==> config.mk <==
export PLATFORM = sky130hd
export DESIGN_NAME = mem_bus_arbiter
export DESIGN_NICKNAME = d
export VERILOG_FILES = /design/src/rtl/mem_bus_arbiter.sv
export SDC_FILE = /design/constraint.sdc
export NUM_CORES = 1
export LEC_CHECK = 0
export ABC_AREA = 1
export ABC_CLOCK_PERIOD_IN_PS = 2900
export CAP_MARGIN = 30
export CORE_ASPECT_RATIO = 0.9
export CORE_MARGIN = 4
export CORE_UTILIZATION = 47
export DETAILED_ROUTE_END_ITERATION = 10
export PLACE_DENSITY = 0.95
export SYNTH_ARGS = -nofsm -noshare
export SYNTH_HDL_FRONTEND = slang
export SYNTH_SLANG_ARGS = --single-unit
==> constraint.sdc <==
create_clock -name clock -period 2.9 [get_ports clock]
set_input_delay 0.58 -clock clock [delete_from_list [all_inputs] [get_ports clock]]
set_output_delay 0.58 -clock clock [all_outputs]
set_load 0.05 [all_outputs]
==> src/rtl/mem_bus_arbiter.sv <==
// mem_bus_arbiter: arbitrates the memory port between fetch (F) and data (D) requesters; ports: clock, reset (active-low), F/D request+ack, err/busy, mem_* bus
module mem_bus_arbiter #(
  parameter int ADDR_W = 32,
  parameter int DATA_W = 32,
  parameter int TIMEOUT = 15,
  parameter int MAX_CONSEC = 4
) (
  input  logic              clock,
  input  logic              reset,
  input  logic              f_req,
  input  logic [ADDR_W-1:0] f_addr,
  output logic              f_ack,
  output logic [DATA_W-1:0] f_rdata,
  input  logic              d_req,
  input  logic              d_we,
  input  logic [ADDR_W-1:0] d_addr,
  input  logic [DATA_W-1:0] d_wdata,
  output logic              d_ack,
  output logic [DATA_W-1:0] d_rdata,
  output logic              err,
  output logic              busy,
  output logic              mem_en,
  output logic              mem_we,
  output logic [ADDR_W-1:0] mem_addr,
  output logic [DATA_W-1:0] mem_wdata,
  input  logic [DATA_W-1:0] mem_rdata,
  input  logic              mem_ready
);
  typedef enum logic {IDLE, BUSY} state_t;
  state_t state, state_nx;
  logic owner_d, we_r, f_el, d_el, grant_f, grant_d, done;
  logic [ADDR_W-1:0] addr_r;
  logic [DATA_W-1:0] wdata_r;
  logic [7:0] tcount;
  logic [3:0] consec;
  assign f_el = f_req & ~f_ack;
  assign d_el = d_req & ~d_ack;
  assign grant_f = (state == IDLE) & f_el & (~d_el | (consec == 4'(MAX_CONSEC)));
  assign grant_d = (state == IDLE) & d_el & ~grant_f;
  assign done = (state == BUSY) & (mem_ready | (tcount == 8'(TIMEOUT - 1)));
  assign busy = state == BUSY;
  assign mem_en = busy;
  assign mem_we = busy & we_r;
  assign mem_addr = addr_r;
  assign mem_wdata = wdata_r;
  always_comb begin
    state_nx = state;
    if (grant_f | grant_d) state_nx = BUSY;
    if (done) state_nx = IDLE;
  end
  always_ff @(posedge clock or negedge reset) begin
    if (!reset) begin
      state <= IDLE;
      owner_d <= 1'b0;
      we_r <= 1'b0;
      addr_r <= '0;
      wdata_r <= '0;
      tcount <= '0;
      consec <= '0;
      f_ack <= 1'b0;
      d_ack <= 1'b0;
      err <= 1'b0;
      f_rdata <= '0;
      d_rdata <= '0;
    end else begin
      state <= state_nx;
      f_ack <= done & ~owner_d;
      d_ack <= done & owner_d;
      err <= done & ~mem_ready;
      if (grant_f | grant_d) begin
        owner_d <= grant_d;
        addr_r <= grant_f ? f_addr : d_addr;
        we_r <= grant_d & d_we;
        wdata_r <= grant_f ? '0 : d_wdata;
        tcount <= '0;
        consec <= (grant_f | ~f_el) ? 4'd0 : (consec == 4'(MAX_CONSEC)) ? consec : consec + 4'd1;
      end else if (state == BUSY) begin
        tcount <= tcount + 8'd1;
      end
      if (done & ~owner_d) f_rdata <= mem_ready ? mem_rdata : '0;
      if (done & owner_d) d_rdata <= (mem_ready & ~we_r) ? mem_rdata : '0;
    end
  end
endmodule

==> out/summary.txt, run 1 <==
CP max FO: 13
CP max-delay cell: clkdlybuf4s50_1
yosys warns: 0
DIE WIDTH: 134 um
endpoint class of the critical path: output port
Tcrit/Tclk final: 85.5%
Setup Fix Bufs, Post-CTS: 0
Unique masters post-synth: 24
Avg WL per Cell: 16.6 um
Port Buffers: 267
power share of the clock group: 16.6%
Die ar.: 16,200 um^2
Yosys top cell area share: 54.6%
Sequential Power Share: 26.7%
total CTS buffers: 17
Final Max Tran Viols: 0
largest net degree at the start of global routing: 72
Hold WS: 77.1 ps
CP Cell Sequence: nand2_1 > inv_1 > clkdlybuf4s50_1
Tot GR Track Use: 26.2%
Resized cells post-CTS: 0
FILL cells: 982
sw frac: 51.0%
Critical Path Start Type: flop
PwrDens: 1300 nW/um^2
Via density: 5.24
Setup Skew: 8.86 ps
vias in the first global route: 6,594
Detailed Place HPWL: 14.3 mm
Root Buffer: clkbuf_16
Max Fclk: 403 MHz
share of post-route cells with drive strength above 1: 5.29%
Yosys reg bits: 146
Worst slew margin: 52.3%
first-pass GRT wire length: 33.5 mm
initial antenna violation count: 0
Core Area: 14,000 um^2
Static Leak: 5.02 nW
CP peak stage delay: 810 ps
Initial Util: 47.7%
outcome: complete, no violations
RePlAce Congestion: 0.822
Layout Nets: 1,203
Worst VDD drop: 853 uV
Boundary Pins: 268
DRC viols: 0
total chip power: 0.0131 W
max cap viols: 0
synthesized instance count: 824
area leader, netlist: dfrtp_1
Routed WL: 21.1 mm
Synth area leaders: dfrtp_1 (55%), nand2_1 (16%), nand3_1 (9.3%), nand4_1 (6.3%), inv_1 (4.3%)
net count after synthesis: 962
commonest non-fill, non-tap cell in the layout: nand2_1
CP Data Required Time: 2320 ps
switching pwr: 0.00668 W
Antenna Violating Nets Remaining: 0
Clk pin slew, worst setup/hold paths: 60 ps
hold_buf cts: 0
Hold WC Path Type: in2async
Hold Vio Cnt, Final: 0
minimum clock period: 2480 ps
# clock sinks: 146
Critical Path AT: 1900 ps
die height: 121 um
CTS H-tree lvls: 4
grt total ovfl: 0
RSZ-0062 raised after global routing: no
initial drt markers: 601
critical path type: reg2out
Initial DRT Pass Iterations: 6
TritonCTS clock tree: done
Final TNS setup: 0 ps
Int Pwr: 0.00641 W
Syn Area/Cell: 8.11 um^2
Clock Path Buffers: 2
via count: 6,665
Netlist Area Pre-Place: 6690 um^2
later-pin clock latency in the skew report: 420 ps
Comb pwr share: 56.6%
Area Overhead vs Synth: 50.6%
commonest cells after routing, fill and taps aside: nand2_1 (278), clkdlybuf4s50_1 (266), dfrtp_1 (145)
Slew @ Worst Pin: 715 ps
Placement Rows: 41
post-synthesis sequential area ratio: 54.6%
Final setup viols: 0
Ant. Diodes: 0
## power by group through the flow
| stage | clock, W | combinational (W) | sequential (W) |
|---|---|---|---|
| after floorplan | 0 | 0.00191 | 0.00637 |
| after global placement | 0 | 0.00727 | 0.00346 |
| after detailed placement | 0 | 0.00740 | 0.00349 |
| after CTS | 0.00221 | 0.00745 | 0.00349 |
| after global routing | 0.00230 | 0.00783 | 0.00361 |
| final | 0.00218 | 0.00741 | 0.00350 |
## critical path, delay by kind of cell, from the launching register on
kind	cells	cell delay (ps)
AND/OR/NAND/NOR	1	80
flip-flops	1	530
buffers and inverters	2	870
## synthesized netlist by cell type, drive strengths merged
cell,n
inv,79
nand3,126
buf,38
o21bai,2
dfrtp,146
ha,4
nand4,67
o21ai,5
o21a,1
nor3,2
nand2,280
clkbuf,21
nor2,45
o31ai,1
a21oi,3
nand3b,2
xor2,2
## path summary, 6_finish.rpt
path,from,to,slack (ps),depth (start not counted)
worst max-delay path,busy$_DFFE_PN0P_,mem_we,420,3
worst min-delay path,reset,d_rdata[7]$_DFFE_PN0P_,80,1
worst max register to register,busy$_DFFE_PN0P_,d_rdata[4]$_DFFE_PN0P_,540,4
worst min register to register,f_rdata[5]$_DFFE_PN0P_,f_rdata[5]$_DFFE_PN0P_,470,2
max in group asynchronous,reset,mem_addr[2]$_DFFE_PN0N_,2080,2
min in group clock,f_rdata[5]$_DFFE_PN0P_,f_rdata[5]$_DFFE_PN0P_,470,2
## layer usage
layer / vias to the layer above / routed length [um] / GRT usage, %
li1: 3129 / - / -
met1: 3183 / 8190 / 31.4
met2: 317 / 10400 / 44.2
met3: 36 / 2120 / 9.78
met4: 0 / 426 / 7.52
met5: - / 0 / 0
## per-stage QoR
step                cells  cell area, um^2  worst slack (ps)  utilization, %
detailed placement   1239             9480               511            67.7
floorplan             824             6690               537               -
global route         1271            10100               320            71.9
CTS                  1271            10100               404            71.9
global placement     1239             9480               644            67.7
finish               1271            10100               421            71.9
## layout make-up
class | instances | area [um^2] | share of cell area (%)
Sequential cell | 146 | 3650 | 36.3
Timing Repair Buffer | 281 | 2830 | 28.1
Multi-Input combinational cell | 540 | 2460 | 24.5
Clock buffer | 17 | 425 | 4.22
Inverter | 79 | 297 | 2.94
Tap cell | 193 | 241 | 2.40
Clock inverter | 15 | 160 | 1.59
## cell families (layout without fill, tap and decap cells)
kind of cell / Yosys count / count (layout) / share of synthesized area [%]
flops: 146 / 146 / 54.6
buf+inv: 138 / 392 / 8.57
simple gates: 522 / 522 / 34.6
fa+ha+maj: 4 / 4 / 0.749
compound gates: 12 / 12 / 1.22
xor+xnor: 2 / 2 / 0.262
## registers in the layout, summed over array words and instances (netlist names)
register,cells
err,1
mem_wdata,32
mem_addr,32
busy,1
tcount,8
f_rdata,32
owner_d,1
f_ack,1
consec,4
we_r,1
d_ack,1
d_rdata,32
Power figures use the tool's default switching activity.
==> inputs of run 2 (changes only) <==
--- a/constraint.sdc
+++ b/constraint.sdc
@@ -3,2 +3,2 @@
 set_output_delay 0.58 -clock clock [all_outputs]
-set_load 0.05 [all_outputs]
+set_load 0.01 [all_outputs]
==> run 2 against run 1 <==
Highest routed layer unchanged. Sequential power is 1% higher. Cell area is 0.32% higher. Sequential share of layout area down 0.12 points. Worst setup slack better by 19 ps. Utilization increased by 0.23 points. Count of clock-buffer cells in the layout up 1. Fmax rose by 0.76%. Via count rose by 0.57%. Non-clock buffer count is the same. Sequential cell count is the same. Register-to-register slack better by 150 ps. First-iteration DRC count fell by 5.8%.
==> out/summary.txt, run 2 (synthesized netlist as in run 1, its figures left out) <==
CP Cell Sequence: nand2_1 > inv_1 > clkdlybuf4s50_1
Die ar.: 16,200 um^2
CTS H-tree lvls: 4
Setup Skew: 14.7 ps
Layout Nets: 1,203
commonest cells after routing, fill and taps aside: nand2_1 (278), clkdlybuf4s50_1 (266), dfrtp_1 (145)
Port Buffers: 267
minimum clock period: 2460 ps
RePlAce Congestion: 0.831
Final TNS setup: 0 ps
RSZ-0062 raised after global routing: no
DRC viols: 0
initial drt markers: 566
Placed Cells: 1,239
DIE WIDTH: 134 um
critical path type: reg2out
Design Area, Final: 10,100 um^2
Routed WL: 21.0 mm
final cell count without fillers: 1,271
Worst VDD drop: 722 uV
commonest non-fill, non-tap cell in the layout: nand2_1
Hold Vio Cnt, Final: 0
CP Data Required Time: 2320 ps
hold_buf cts: 0
CP max-delay cell: dfrtp_2
Detailed Place HPWL: 14.6 mm
Boundary Pins: 268
Max Fclk: 406 MHz
Worst Slack Setup Final: 440 ps
outcome: complete, no violations
# clock sinks: 146
via count: 6,703
vias in the first global route: 6,851
TritonCTS clock tree: done
CP max FO: 30
die height: 121 um
Core Area: 14,000 um^2
Initial Util: 47.7%
CP peak stage delay: 740 ps
grt total ovfl: 0
Place WS: 546 ps
CP bufs+invs: 2
endpoint class of the critical path: output port
Critical Path Start Type: flop
Worst slew margin: 52.3%
Clk pin slew, worst setup/hold paths: 60 ps
Antenna Violating Nets Remaining: 0
Static Leak: 5.04 nW
Root Buffer: clkbuf_16
largest net degree at the start of global routing: 72
total chip power: 0.0106 W
Hold WC Path Type: in2async
Tcrit/Tclk final: 84.8%
Worst R2R Setup Slack: 690 ps
Placement Rows: 41
Resized cells post-CTS: 0
Final Max Tran Viols: 0
Ant. Diodes: 0
Clock Path Buffers: 2
Top Family by Delay on Critical Path: flip-flops
total CTS buffers: 17
Critical Path AT: 1880 ps
Via density: 5.27
share of post-route cells with drive strength above 1: 5.29%
later-pin clock latency in the skew report: 420 ps
Final setup viols: 0
Initial DRT Pass Iterations: 5
Avg WL per Cell: 16.6 um
FILL cells: 968
initial antenna violation count: 0
Slew @ Worst Pin: 714 ps
first-pass GRT wire length: 34.3 mm
Area Overhead vs Synth: 51.1%
Tot GR Track Use: 26.4%
DP Area: 9480 um^2
Setup Fix Bufs, Post-CTS: 0
max cap viols: 0
PwrDens: 1050 nW/um^2
==> run 2: cell types whose count changed in the layout (fill, tap and decap cells not counted), sizes merged <==
cell / delta
clkinv: +2
inv: -5
bufinv: +2
clkbuf: +1
==> run 2: layout make-up <==
class	instances	area [um^2]	share of cell area, %
Tap cell	193	241	2.39
Multi-Input combinational cell	540	2460	24.4
Clock buffer	18	439	4.35
Timing Repair Buffer	281	2830	28.0
Inverter	79	297	2.94
Clock inverter	14	179	1.77
Sequential cell	146	3650	36.2
==> run 2: worst register-to-register path, stage by stage (launching register included) <==
cell      delay [ps]
dfrtp_1          370
inv_1            130
ha_1             160
nand3_1          160
o21bai_4         320
nand3_2          600
nand2_1          280
nand2_1           70
==> run 2: layer usage <==
layer	vias up	GRT usage, %	wire [um]
met5	-	0	0
met4	0	8.68	490
met3	36	9.91	2060
met2	303	43.9	10300
met1	3237	31.9	8150
li1	3127	-	-
==> run 2: worst paths after layout <==
path	startpoint	to	cells after the start
setup / recovery	busy$_DFFE_PN0P_	mem_we	3
hold / removal	reset	d_rdata[7]$_DFFE_PN0P_	1
setup reg to reg	tcount[0]$_DFFE_PN0P_	d_rdata[3]$_DFFE_PN0P_	7
hold reg to reg	d_rdata[5]$_DFFE_PN0P_	d_rdata[5]$_DFFE_PN0P_	2
max in group asynchronous	reset	mem_wdata[21]$_DFFE_PN0N_	2
min in group clock	d_rdata[5]$_DFFE_PN0P_	d_rdata[5]$_DFFE_PN0P_	2
==> run 2: per-stage QoR <==
| step | utilization (%) | hold WS, ps |
|---|---|---|
| 2_1_floorplan | - | 284 |
| 3_3_place_gp | 67.7 | 453 |
| 3_5_place_dp | 67.7 | 458 |
| 4_1_cts | 72.1 | 87.9 |
| 5_1_grt | 72.1 | 97.2 |
| 6_report | 72.1 | 80.1 |
==> run 2: report_power, final <==
part | leakage [nW] | total [W] | switching, W | internal (W)
logic | 2.89 | 0.00475 | 0.00248 | 0.00226
clock network | 0.299 | 0.00228 | 0.000888 | 0.00139
registers | 1.85 | 0.00354 | 0.000598 | 0.00294
